===== src/rtl/pc_sequencer_pkg.sv =====
// Shared types and defaults for the fetch-side PC sequencer.
package pc_sequencer_pkg;

  localparam int PC_W_DEF     = 48;
  localparam int MEM_SIZE_DEF = 32;

  typedef logic [PC_W_DEF-1:0] pc_t;

  typedef enum logic [1:0] {
    ST_IDLE  = 2'd0,
    ST_FETCH = 2'd1,
    ST_HALT  = 2'd2,
    ST_FAULT = 2'd3
  } pc_state_e;

endpackage


===== src/rtl/pc_next_calc.sv =====
// Combinational next-PC helpers: wrapping increment and branch-target range check.
module pc_next_calc #(
  parameter int PC_W     = 48,
  parameter int MEM_SIZE = 32
) (
  input  logic [PC_W-1:0] pc_i,
  input  logic [PC_W-1:0] target_i,
  output logic [PC_W-1:0] pc_inc_o,
  output logic            target_oor_o
);

  localparam logic [PC_W-1:0] MEM_SIZE_W = PC_W'(MEM_SIZE);
  localparam logic [PC_W-1:0] ONE_W      = PC_W'(1);

  logic [PC_W-1:0] pc_plus;

  assign pc_plus      = pc_i + ONE_W;
  assign pc_inc_o     = (pc_plus == MEM_SIZE_W) ? '0 : pc_plus;
  assign target_oor_o = (target_i >= MEM_SIZE_W);

endmodule


===== src/rtl/pc_sequencer.sv =====
// Program-counter owner and instruction-fetch sequencer.
// Optional accepted-fetch counter built only when PC_FETCH_CNT_EN is defined.
//
//   state    | meaning
//   ---------+---------------------------------------------------
//   ST_IDLE  | out of reset, waiting for start
//   ST_FETCH | issuing fetches, PC advancing/redirecting
//   ST_HALT  | halt decoded, waiting for start to restart at 0
//   ST_FAULT | branch target out of range, cleared only by reset
module pc_sequencer
  import pc_sequencer_pkg::*;
#(
  parameter int PC_W     = PC_W_DEF,
  parameter int MEM_SIZE = MEM_SIZE_DEF
) (
  input  logic            clk,
  input  logic            rst_n,
  input  logic            start,
  input  logic            stall,
  input  logic            branch_taken,
  input  logic [PC_W-1:0] branch_target,
  input  logic            halt_req,
  input  logic            imem_ready,
  output logic            imem_req,
  output logic [PC_W-1:0] pc,
  output logic            halted,
  output logic            fault,
  output logic [31:0]     fetch_cnt
);

  pc_state_e       state_q, state_d;
  logic [PC_W-1:0] pc_q, pc_d;
  logic [PC_W-1:0] pc_inc;
  logic            target_oor;

  pc_next_calc #(
    .PC_W     (PC_W),
    .MEM_SIZE (MEM_SIZE)
  ) u_next (
    .pc_i         (pc_q),
    .target_i     (branch_target),
    .pc_inc_o     (pc_inc),
    .target_oor_o (target_oor)
  );

  always_ff @(posedge clk or negedge rst_n) begin
    if (!rst_n) begin
      state_q <= ST_IDLE;
      pc_q    <= '0;
    end else begin
      state_q <= state_d;
      pc_q    <= pc_d;
    end
  end

  always_comb begin
    state_d  = state_q;
    pc_d     = pc_q;
    imem_req = 1'b0;
    unique case (state_q)
      ST_IDLE, ST_HALT: begin
        if (start) begin
          state_d = ST_FETCH;
          pc_d    = '0;
        end
      end
      ST_FETCH: begin
        imem_req = !stall;
        if (halt_req) begin
          state_d = ST_HALT;
        end else if (branch_taken) begin
          // Redirect wins over stall and abandons any request in flight.
          if (target_oor) begin
            state_d = ST_FAULT;
            pc_d    = '0;
          end else begin
            pc_d = branch_target;
          end
        end else if (!stall && imem_ready) begin
          pc_d = pc_inc;
        end
      end
      ST_FAULT: begin
        state_d = ST_FAULT;
      end
      default: begin
        state_d = ST_IDLE;
        pc_d    = '0;
      end
    endcase
  end

  assign pc     = pc_q;
  assign halted = (state_q == ST_HALT) || (state_q == ST_FAULT);
  assign fault  = (state_q == ST_FAULT);

`ifdef PC_FETCH_CNT_EN
  logic [31:0] cnt_q;
  logic        cnt_clr;
  logic        cnt_inc;

  // Counts only fetches that actually advance the PC.
  assign cnt_clr = ((state_q == ST_IDLE) || (state_q == ST_HALT)) && start;
  assign cnt_inc = (state_q == ST_FETCH) && !halt_req && !branch_taken
                   && !stall && imem_ready;

  always_ff @(posedge clk or negedge rst_n) begin
    if (!rst_n) begin
      cnt_q <= '0;
    end else if (cnt_clr) begin
      cnt_q <= '0;
    end else if (cnt_inc && (cnt_q != 32'hFFFF_FFFF)) begin
      cnt_q <= cnt_q + 32'd1;
    end
  end

  assign fetch_cnt = cnt_q;
`else
  assign fetch_cnt = 32'd0;
`endif

endmodule

===== config.mk =====
export PLATFORM = sky130hd
export DESIGN_NAME = pc_sequencer
export DESIGN_NICKNAME = d
export VERILOG_FILES = /design/src/rtl/pc_sequencer_pkg.sv /design/src/rtl/pc_next_calc.sv /design/src/rtl/pc_sequencer.sv
export SDC_FILE = /design/constraint.sdc
export NUM_CORES = 1
export LEC_CHECK = 0
export CORE_ASPECT_RATIO = 1.2
export CORE_MARGIN = 4
export CORE_UTILIZATION = 35
export CTS_BUF_LIST = sky130_fd_sc_hd__clkbuf_8
export CTS_CLUSTER_DIAMETER = 200
export DETAILED_ROUTE_END_ITERATION = 16
export GPL_TIMING_DRIVEN = 0
export PLACE_DENSITY = 0.62
export SLEW_MARGIN = 20
export SYNTH_ARGS = -nofsm -noshare
export SYNTH_HDL_FRONTEND = slang
export SYNTH_SLANG_ARGS = --single-unit

===== constraint.sdc =====
create_clock -name clk -period 3.9 [get_ports clk]
set_clock_uncertainty 0.1 [all_clocks]
set_input_delay 0.78 -clock clk [delete_from_list [all_inputs] [get_ports clk]]
set_output_delay 0.78 -clock clk [all_outputs]
set_load 0.005 [all_outputs]

# Word level (Yosys, flattened, before mapping)
# Index checks and enable logic that the tools add are counted.
[word_totals]
word_cells = 34
output_inout_bits = 83
reg_bits = 50
[op_classes]
order_cmp = 1
reduce_logical = 8
eq_ne = 9
n_mux = 13
n_addsub = 1
[op_table]
columns = ["operator", "n"]
rows = [
  ["$mux 48", 6],
  ["$pmux 48 s2", 1],
  ["$add 48x1->48 const B", 1],
  ["$eq 48x6->1 const B", 1],
  ["$ge 48x6->1 const B", 1],
  ["$ne 3x3->1 const B", 3],
  ["$mux 2", 4],
  ["$pmux 2 s3", 1],
  ["$eq 2x2->1 const B", 2],
  ["$ne 2x2->1 const B", 2],
  ["$reduce_and 4->1", 1],
  ["$reduce_and 3->1", 1],
  ["$eq 2x1->1 const B", 1],
  ["$logic_not 2->1", 1],
  ["$reduce_bool 2->1", 1],
  ["$reduce_or 2->1", 1],
  ["$logic_and 1x1->1", 1],
  ["$logic_not 1->1", 1],
  ["$logic_or 1x1->1", 1],
  ["$mux 1", 1],
]

# Depth between registers and ports, before layout
# Gate-level depths: netlist of the first run.
[logic_depth]
ltp_word = 7
ltp_mapped = 12

# Hierarchy
# A second synthesis of the first run with hierarchy kept.
[unflattened]
cells_unflattened = 606
hier_area_um2 = 4814.6
[modules_own_cells]
columns = ["mod", "area_each_um2", "cells_per_inst", "n_inst"]
rows = [
  ["pc_sequencer", 2906.5, 310, 1],
  ["pc_next_calc", 1908.1, 296, 1],
]

# Worst setup path before layout of the first run
# No wires, ideal clock.
[synth_path]
path_type = "flip-flop to flip-flop"
start = "register pc_q[0], in the netlist pc[0]"
end = "register pc_q[1], in the netlist pc[1]"
setup_ns = 0.127
arrival_ns = 2.610
stages_incl_launch_ff = 11
setup_slack_ns = 1.063
path_buffers = 0
required_time_ns = 3.673
synth_period_minus_slack_ns = 2.837
path_cell_list = "dfrtp_1 -> ha_1 -> nand3_1 -> or4_4 -> or4_1 -> o31ai_1 -> nand4_1 -> nor4_2 -> a31oi_2 -> a222oi_1 -> inv_1"
[synth_via]
elab_chain_cells = 7
[synth_rtl]
columns = ["item", "line", "rtl"]
rows = [
  ["from (decl)", "pc_sequencer.sv:32", "logic [PC_W-1:0] pc_q, pc_d;"],
  ["from (signal assigned)", "pc_sequencer.sv:52", "pc_q <= pc_d;"],
  ["$add 48x1->48 *", "pc_next_calc.sv:17", "assign pc_plus = pc_i + ONE_W;"],
  ["$eq 48x6->1", "pc_next_calc.sv:18", "assign pc_inc_o = (pc_plus == MEM_SIZE_W) ? '0 : pc_plus;"],
  ["$mux 48 *", "pc_next_calc.sv:18", ""],
  ["$mux 48 *", "pc_sequencer.sv:79", "end else if (!stall && imem_ready) begin"],
  ["$mux 48 *", "pc_sequencer.sv:71", "end else if (branch_taken) begin"],
  ["$mux 48 *", "pc_sequencer.sv:69", "if (halt_req) begin"],
  ["$pmux 48 s2 *", "pc_sequencer.sv:60", "unique case (state_q)"],
]
# Every way passes the cells marked *; elsewhere a longest branch is shown, timed or not. The select of a mux whose other input is x is not followed.
# A chain may end at the register's enable or synchronous reset.

# Final worst setup path of the first run
# Ends and elaborated chain as after synthesis.

==> impl_results.md, run 1 <==
- Syn Area/Cell: approximately 7.7 um^2
- Final setup violating endpoints: 0
- Number of cell rows: 43
- Status: finished, final reports clean
- Unrepaired setup endpoints after global routing: false
- Worst path required time: roughly 4000 ps
- Final critical-path share of the clock period: 92.5%
- Post-Syn Area: ~0.0042 mm^2
- Area growth from synthesis to layout: 34.3%
- Category of the worst setup path launch point: flop
- Fin area: around 0.0057 mm^2
- Final Wtd Congestion: 0.944
- Number of hold-repair buffers added at the cts stage: 0
- Worst max-slew margin expressed relative to the limit: approximately 46%
- Leading cell type by number of instances after synthesis: sky130_fd_sc_hd__nand2_1
- Maximum number of buffers from clock root to sink: 2
- Sort of element at the end of the critical path: flop
- Fraction of final layout cells with drive strength greater than 1: 11.0%
- Async set or reset register ratio after synthesis: 100%
- Vias in the first global route: roughly 4600
- Number of design-rule violations left by the first detailed-router iteration: about 450
- Post-Syn Instances: approximately 550
- Aggregate global-route resource usage: between 20 and 25%
- Critical Path Fanout Max: 8
- Total of buffers placed on input and output ports: about 100
- Core region area: between 0.01 and 0.015 mm^2
- Overall power consumption: about 1.3 mW
- Final Routed Wirelength: 15.2 mm
- Main area contributors after synthesis: sky130_fd_sc_hd__dfrtp_1 30%, sky130_fd_sc_hd__o21ai_0 7.7%, sky130_fd_sc_hd__buf_4 6.6%
- CTS clk-pin slew, worst paths: 100 ps
- Root Driver: sky130_fd_sc_hd__clkbuf_8
- Sum Neg Setup Slack: 0 ps
- Initial cell density of the core: a little over a third
- Synth cell types: between 50 and 60
- Hold Crit Class: input pin to async pin
- Dominant register cell in the synthesized netlist: sky130_fd_sc_hd__dfrtp_1
- Critical path arrival: between 3000 and 4000 ps
- Smallest hold slack: roughly 390 ps
- Minimum clock period after layout: ~3600 ps
- Area of the die: about 0.014 mm^2
- Routed vias/inst: around 5.6
- Clock latency on the worst-skew pair: ~320 ps
- Pwr/cell area: approximately 230 mW/mm^2
- DPL Wire Length: 11.5 mm
- Die Y: ~130 um
- Sequential area share after synthesis: between 20 and 30%
- Detailed-router iteration count before antenna repair: 5
- Wire length per cell: 17.9 um
- Overflow left after global routing: 0
- Max frequency: about 280 MHz
- Antenna violation net count after detailed routing: 0
- Global-route wire length before repair: between 20 and 25 mm
- Count of H-tree levels built during CTS: 2
- Reg-to-reg setup timing slack: about 290 ps
- Max-cap check violation count: 0
- Final routed DRC violation total: 0
- Number of antenna violations at the first check in global routing: 0
- Net count, final: around 750
- Largest voltage drop on the vdd net: about 0.14 mV
- Number of synthesized register bits: 50
- Die span in x: about 110 um
- Antenna diode count: 0
- Count of pins on the block boundary: roughly 140
- Actual slew at the worst max-slew pin: roughly 810 ps
- Post-synth EDFFs: 0
- Portion of synthesized cell area occupied by the leading cell type: between 20% and 30%
- Setup CP Type: flop to flop
- Via count: ~4800
- Commonest cells in the synthesized netlist: 67 x sky130_fd_sc_hd__nand2_1, 65 x sky130_fd_sc_hd__o21ai_0, 50 x sky130_fd_sc_hd__dfrtp_1, 37 x sky130_fd_sc_hd__buf_4, 36 x sky130_fd_sc_hd__nand4_1
- Final slew viol count: 0
- CTS tree: built
- Cell area after placement: 0.00557 mm^2
- Number of buffers inserted by post-CTS setup repair: 0
- # clock sinks: 50
- Largest net degree at the start of global routing: a little over 50
- Critical Path Source: pc[0]
- Reg2Reg Launch Point: pc[0]
- Fillcell total: between 1000 and 1500
- Hold violation total from the final report: 0
- Total of warnings raised by yosys: 0
- Number of buffers created by CTS: 5
- Total leakage power: approximately 2.3 nW
- Cell type contributing the most total cell area after synthesis: sky130_fd_sc_hd__dfrtp_1
## final timing paths
path                       depth (start not counted)  endpoint
min                                                1    pc[10]
max reg2reg                                       10     pc[1]
min reg2reg                                        1    pc[23]
min in group clk                                   1    pc[23]
max in group asynchronous                          1    pc[42]
max                                               10     pc[1]
## placed cells by master (no fill, tap or decap), drive strengths merged, types with 4 or more instances in the layout
cell type and n:
clkdlybuf4s50 103, nand2 67, o21ai 66, dfrtp 50, buf 49, nand4 38, clkbuf 38, conb 32
nor4 22, nand3 21, nor2 19, o31ai 18, nor3 18, a21oi 15, a31oi 15, and3 13
and4 13, xnor2 12, and2 10, inv 10, or2 6, xor2 5, or3 5, mux2i 5
nor3b 4, a22o 4, nor4b 4
## state kept, by name (all words and copies together), names as in the netlist
register / flops
pc: 48
state_q: 2
## metrics by stage
stage / std cells / setup WS, ps / util [%]
5_1_grt: 847 / 66.8 / 48.5
6_report: 847 / 293 / 48.5
2_1_floorplan: 578 / 1060 / -
3_3_place_gp: 839 / 429 / 47.7
4_1_cts: 847 / 386 / 48.5
3_5_place_dp: 839 / 423 / 47.7
## kinds of logic (layout without fill, tap and decap cells)
group / after synthesis / count (layout) / share of synthesized area (%)
other: 1 / 32 / 0.0889
buffers and inverters: 89 / 201 / 11.7
adders and majority gates: 1 / 1 / 0.297
and+or+nand+nor: 248 / 248 / 33.7
AOI/OAI and AO/OA: 135 / 135 / 19.5
xor gates and xnor gates: 17 / 17 / 3.53
DFF: 50 / 50 / 29.7
muxes: 6 / 6 / 1.45
## report_power, final
part	switching, mW	internal [mW]
combinational	0.217	0.177
sequential	0.0306	0.538
clock	0.182	0.141
## worst max-delay path, stage by stage, from the launching register on
cell	delay, ps
sky130_fd_sc_hd__dfrtp_1	510
sky130_fd_sc_hd__ha_1	370
sky130_fd_sc_hd__nand3_1	140
sky130_fd_sc_hd__or2_2	360
sky130_fd_sc_hd__nor3_1	640
sky130_fd_sc_hd__a41o_1	280
sky130_fd_sc_hd__nand4_1	170
sky130_fd_sc_hd__nor4_2	340
sky130_fd_sc_hd__a31oi_2	250
sky130_fd_sc_hd__a222oi_1	270
sky130_fd_sc_hd__inv_1	70
## per-layer routing
| metal | routed length, um | GRT usage [%] |
|---|---|---|
| met1 | 5700 | 25.7 |
| met2 | 7530 | 38.6 |
| met4 | 415 | 7.28 |
| met3 | 1510 | 3.88 |
| met5 | 0 | 0 |
## repair_timing
item / in CTS / in global routing
endpoints found under the setup margin: 0 / 1
gates resized for setup: 0 / 1
endpoints found under the hold margin: 0 / 0
## layout make-up
type | instances | area (um^2) | share of cell area, %
clock buffer | 6 | 82.6 | 1.46
multi-input combinational | 439 | 2590 | 45.8
timing repair buffer | 104 | 1040 | 18.3
tap | 157 | 196 | 3.47
clock inverter | 2 | 8.76 | 0.155
sequential | 50 | 1250 | 22.1
buffer | 80 | 460 | 8.13
inverter | 9 | 33.8 | 0.596
No activity file was read; power rests on OpenSTA's default activity.
==> run 2: changes to the inputs <==
REMOVE_ABC_BUFFERS = 1   (was unset)
==> run 2 against run 1 <==
Combinational power fell by 18%. Core utilization decreased by 3.5 points. Highest routed layer unchanged. Critical path type unchanged. Hold slack got worse by 5.5 ps. Clock power rose by 3%. First-iteration DRC count decreased by 38%. Critical path depth stayed put. Cell count shrank 9.0%. Setup slack better by 120 ps. Sequential share of layout area is 1.7 points higher. Power down 3.7%. Register-to-register slack improved by 120 ps. Routed wire length is 9.4% lower. Largest cell class unchanged.
==> impl_results.md, run 2 (synthesis results as in run 1) <==
- Status: finished, final reports clean
- Count of pins on the block boundary: approximately 140
- Number of antenna violations at the first check in global routing: 0
- Critical path arrival: about 3600 ps
- Reg-to-reg setup timing slack: approximately 410 ps
- Max-cap check violation count: 0
- Die span in x: roughly 110 um
- Leading cell types in the layout, fill and taps excluded: 104 x sky130_fd_sc_hd__clkdlybuf4s50_1, 67 x sky130_fd_sc_hd__nand2_1, 65 x sky130_fd_sc_hd__o21ai_0
- Root Driver: sky130_fd_sc_hd__clkbuf_8
- Max frequency: 287 MHz
- DPL Wire Length: approximately 10 mm
- Number of buffers created by CTS: 5
- Fraction of final layout cells with drive strength greater than 1: around 5.2%
- Largest net degree at the start of global routing: just over 50
- Sort of element at the end of the critical path: flop
- Net count, final: around 670
- Number of buffers inserted by post-CTS setup repair: 0
- Setup CP Type: flop to flop
- Maximum number of buffers from clock root to sink: 2
- Critical Path Fanout Max: 8
- Detailed-router iteration count before antenna repair: 5
- Worst reg2reg endpoint: pc[1]
- Unrepaired setup endpoints after global routing: false
- # clock sinks: 50
- CTS tree: built
- Number of cells traversed by the worst register-to-register path: 10
- Total leakage power: ~2.0 nW
- Initial cell density of the core: between 30% and 40%
- Global-route wire length before repair: 21.3 mm
- Final Routed Wirelength: approximately 14 mm
- Worst path required time: 4010 ps
- Worst max-slew margin expressed relative to the limit: a little over a quarter
- Critical-path cell list: ha_1, nand3_1, or2_2, nor3_1, a41o_1, nand4_1, nor4_2, a31oi_2, a222oi_1, inv_1
- Pwr/cell area: between 200 and 250 mW/mm^2
- Setup WS post-layout: 415 ps
- Antenna diode count: 0
- Die Y: 128 um
- Worst-path cell with the longest stage delay: sky130_fd_sc_hd__nor3_1
- Clock latency on the worst-skew pair: about 320 ps
- Routed vias/inst: around 5.8
- Final setup violating endpoints: 0
- Final critical-path share of the clock period: around nine tenths
- Actual slew at the worst max-slew pin: 1090 ps
- Cell class contributing the biggest share of worst-path delay: simple AND/OR/NAND/NOR gates
- Number of cell rows: 43
- Multi-input combinational cell area: about 0.0026 mm^2
- Count of H-tree levels built during CTS: 2
- Met1 wire length: approximately 5.6 mm
- FF/Latch Area: 0.00125 mm^2
- Core region area: 0.0117 mm^2
- Total of buffers placed on input and output ports: approximately 110
- Category of the worst setup path launch point: flop
- Met3 WL post-DR: approximately 1.1 mm
- Hold violation total from the final report: 0
- Wire length per cell: ~18 um
- Top sig layer: met4
- Largest voltage drop on the vdd net: about 0.17 mV
- Hold Crit Class: input pin to async pin
- Overflow left after global routing: 0
- Aggregate global-route resource usage: between 10% and 20%
- Final Wtd Congestion: about 0.9
- Amount of wire on met2 after detailed routing: 6.76 mm
- Delay of the slowest critical-path stage: ~630 ps
- Fin area: 0.00526 mm^2
- Number of design-rule violations left by the first detailed-router iteration: 280
- Via count: roughly 4500
- Total buffers and inverters traversed by the critical path: 1
- Final slew viol count: 0
- Worst setup timing slack at the placement stage: between 300 and 400 ps
- Cell area after placement: between 0.005 and 0.006 mm^2
- Vias in the first global route: 4135
- Reg2Reg Launch Point: pc[0]
- Core Util, Final: 45.1%
- Most common library cell in the layout ignoring fill and taps: sky130_fd_sc_hd__clkdlybuf4s50_1
- Minimum clock period after layout: 3490 ps
- Fillcell total: between 1000 and 1500
- Antenna violation net count after detailed routing: 0
- Area of the die: approximately 0.014 mm^2
- Area growth from synthesis to layout: 24.8%
- CTS clk-pin slew, worst paths: 100 ps
- Final routed DRC violation total: 0
- Number of flip-flops in the largest register: 48
## run 2: changes by cell type in the layout (fill, tap and decap cells not counted), sizes merged
cell	change
clkbuf	-32
clkdlybuf4s50	+1
buf	-45
## run 2: worst max-delay path by stage
stage	startpoint	endpoint	slack [ps]	depth (start not counted)
after CTS	pc[0]	pc[1]	400	10
after floorplan	imem_ready	pc[5]	930	5
after detailed placement	pc[0]	pc[1]	400	10
after global placement	branch_taken	pc[6]	-850	6
after global routing	pc[0]	pc[1]	90	10
final	pc[0]	pc[1]	410	10
## run 2: metrics by stage
stage	TNS, ps	hold WS [ps]	power (mW)	instances
final	0	381	1.24	771
after global routing	0	440	1.31	771
after CTS	0	409	1.25	771
after detailed placement	0	435	0.913	763
after global placement	-13410	446	0.905	760
after floorplan	0	384	0.722	498
## run 2: repair_timing
item | CTS | global route
endpoints found under the setup margin | 0 | 1
hold buffers | 0 | 0
gates resized for setup | 0 | 2
endpoints found under the hold margin | 0 | 0
## run 2: power by group
group	leakage (nW)	switching [mW]	total, mW	internal [mW]
sequential	0.691	0.0421	0.580	0.538
combinational	1.23	0.178	0.324	0.146
clock	0.0524	0.193	0.334	0.141
total	1.98	0.413	1.24	0.825
## run 2: routing by layer
metal / GRT usage (%) / vias to the layer above
li1: - / 2097
met1: 23.6 / 2141
met2: 33.2 / 207
met3: 3.98 / 20
met4: 5.87 / 0
met5: 0 / -
## run 2: cell type report
type                       count  area share [%]
clock buffer                   6            1.57
timing repair buffer         108            20.6
multi-input combinational    439            49.5
sequential                    50            23.8
tap                          157            3.73
clock inverter                 2           0.166
inverter                       9           0.642
==> run 3: changes to the inputs <==
--- a/config.mk
+++ b/config.mk
@@ -7,3 +7,2 @@
 export LEC_CHECK = 0
-export CORE_ASPECT_RATIO = 1.2
 export CORE_MARGIN = 4
--- a/constraint.sdc
+++ b/constraint.sdc
@@ -4,2 +4,2 @@
 set_output_delay 0.78 -clock clk [all_outputs]
-set_load 0.005 [all_outputs]
+set_load 0.1 [all_outputs]
==> run 3 against run 2 <==
First-iteration DRC count increased by 48%. Critical path type unchanged. Clock power increased by 9.3%. Sequential cell count unchanged. Cell count decreased by 1.8%. Combinational power increased by 94%. Via count increased by 0.72%. Core utilization increased by 0.25 points. Sequential share of layout area about the same. Non-clock buffer count unchanged. Clock-buffer cell count increased by 2. Largest cell class unchanged.
==> impl_results.md, run 3 (synthesis results as in run 1) <==
- Wire length per cell: approximately 18 um
- Final Wtd Congestion: slightly below 0.9
- Fraction of final layout cells with drive strength greater than 1: roughly 5.4%
- Pwr/cell area: 300 mW/mm^2
- Max-cap check violation count: 0
- Largest voltage drop on the vdd net: 0.564 mV
- Core Util, Final: a little under half
- Hold Crit Class: input pin to async pin
- Antenna diode count: 0
- Setup CP Type: flop to flop
- Final routed DRC violation total: 0
- Most common library cell in the layout ignoring fill and taps: sky130_fd_sc_hd__clkdlybuf4s50_1
- Final critical-path share of the clock period: 93.2%
- Count of H-tree levels built during CTS: 2
- Number of hold-repair buffers added at the cts stage: 0
- Overflow left after global routing: 0
- Final slew viol count: 0
- Maximum number of buffers from clock root to sink: 2
- CTS tree: built
- Hold violation total from the final report: 0
- Clock latency on the worst-skew pair: roughly 300 ps
- Global-route wire length before repair: ~22 mm
- Category of the worst setup path launch point: flop
- # clock sinks: 50
- Unrepaired setup endpoints after global routing: false
- Area growth from synthesis to layout: 24.8%
- Initial cell density of the core: between 30% and 40%
- Minimum clock period after layout: 3640 ps
- Total of buffers placed on input and output ports: 105
- Final setup violating endpoints: 0
- Routed vias/inst: a little under 6
- Via count: roughly 4500
- Count of pins on the block boundary: between 100 and 150
- Root Driver: sky130_fd_sc_hd__clkbuf_8
- Final Routed Wirelength: roughly 14 mm
- Number of cell rows: 39
- Net count, final: around 670
- Aggregate global-route resource usage: a little under a fifth
- Critical path arrival: around 3700 ps
- Die span in x: roughly 120 um
- Status: finished, final reports clean
- Fillcell total: roughly 1100
- Total leakage power: just under 2 nW
- Count of placed standard cells in the final layout, fillers left out: ~760
- Max frequency: ~270 MHz
- Number of antenna violations at the first check in global routing: 0
- Worst max-slew margin expressed relative to the limit: approximately a third
- Sort of element at the end of the critical path: flop
- Number of flip-flops in the largest register: 48
- Largest net degree at the start of global routing: 51
- Number of buffers created by CTS: 5
- DPL Wire Length: a little over 10 mm
- Antenna violation net count after detailed routing: 0
- Core region area: about 0.012 mm^2
- Number of design-rule violations left by the first detailed-router iteration: 415
- Actual slew at the worst max-slew pin: about 1000 ps
- Number of cells traversed by the worst register-to-register path: 10
- Area of the die: 0.0139 mm^2
- CTS clk-pin slew, worst paths: 100 ps
- Critical Path Fanout Max: 8
- Leading cell types in the layout, fill and taps excluded: 104 x sky130_fd_sc_hd__clkdlybuf4s50_1, 66 x sky130_fd_sc_hd__nand2_1, 65 x sky130_fd_sc_hd__o21ai_0
- Die Y: 118 um
- Vias in the first global route: 4361
- Detailed-router iteration count before antenna repair: 5
- Total instance count after detailed placement: around 750
- Worst path required time: between 3000 and 4000 ps
run 3: cell count changes in the layout (fill, tap and decap cells not counted), sizes merged:
cell	before	now
inv	10	9
clkbuf	6	8
clkinv	1	0
run 3: path summary, 6_finish.rpt:
kind / startpoint / endpoint / slack (ps)
min reg2reg: pc[47] / pc[47] / 460
min: rst_n / pc[22] / 410
max in group asynchronous: rst_n / pc[37] / 2850
min in group clk: pc[47] / pc[47] / 460
max reg2reg: pc[0] / pc[1] / 260
max: pc[0] / pc[1] / 260
run 3: stage by stage:
stage                     cell area (um^2)  hold slack (ps)  setup WS (ps)  power (mW)  setup TNS, ps
after floorplan                       3870              384          -89.4        1.03          -89.4
after global placement                5100              414           -979        1.22         -15630
after detailed placement              5140              433            393        1.22              0
after CTS                             5260              441            366        1.59              0
after global routing                  5260              466           22.7        1.66              0
final                                 5260              407            263        1.58              0
run 3: what timing repair did:
action / CTS / global route
setup buffers: 0 / 0
gates resized for setup: 0 / 1
endpoints found under the setup margin: 0 / 1
run 3: power breakdown:
group | switching, mW | internal, mW
clock network | 0.185 | 0.180
logic | 0.486 | 0.145
registers | 0.0434 | 0.538
run 3: layer usage:
metal | part of all wire [%] | up-vias | wire, um | global-route usage (%)
met2 | 49 | 235 | 6620 | 33.3
met1 | 41 | 2147 | 5580 | 24.0
met4 | 1.3 | 0 | 172 | 3.96
li1 | - | 2103 | - | -
met3 | 8.9 | 12 | 1210 | 4.57
met5 | 0 | - | 0 | 0
run 3: area by class of cell:
| cell class | instances | area, um^2 | area share (%) |
|---|---|---|---|
| multi-input combinational | 439 | 2600 | 49.5 |
| sequential | 50 | 1250 | 23.8 |
| timing repair buffer | 108 | 1090 | 20.6 |
| tap | 143 | 179 | 3.40 |
| clock buffer | 8 | 110 | 2.09 |
| inverter | 9 | 33.8 | 0.642 |
run 3: critical path, stage by stage, from the launching register on:
cell	delay (ps)
sky130_fd_sc_hd__dfrtp_1	500
sky130_fd_sc_hd__ha_1	390
sky130_fd_sc_hd__nand3_1	140
sky130_fd_sc_hd__or2_2	360
sky130_fd_sc_hd__nor3_1	650
sky130_fd_sc_hd__a41o_1	270
sky130_fd_sc_hd__nand4_1	140
sky130_fd_sc_hd__nor4_2	350
sky130_fd_sc_hd__a31oi_2	250
sky130_fd_sc_hd__a222oi_1	290
sky130_fd_sc_hd__inv_1	70
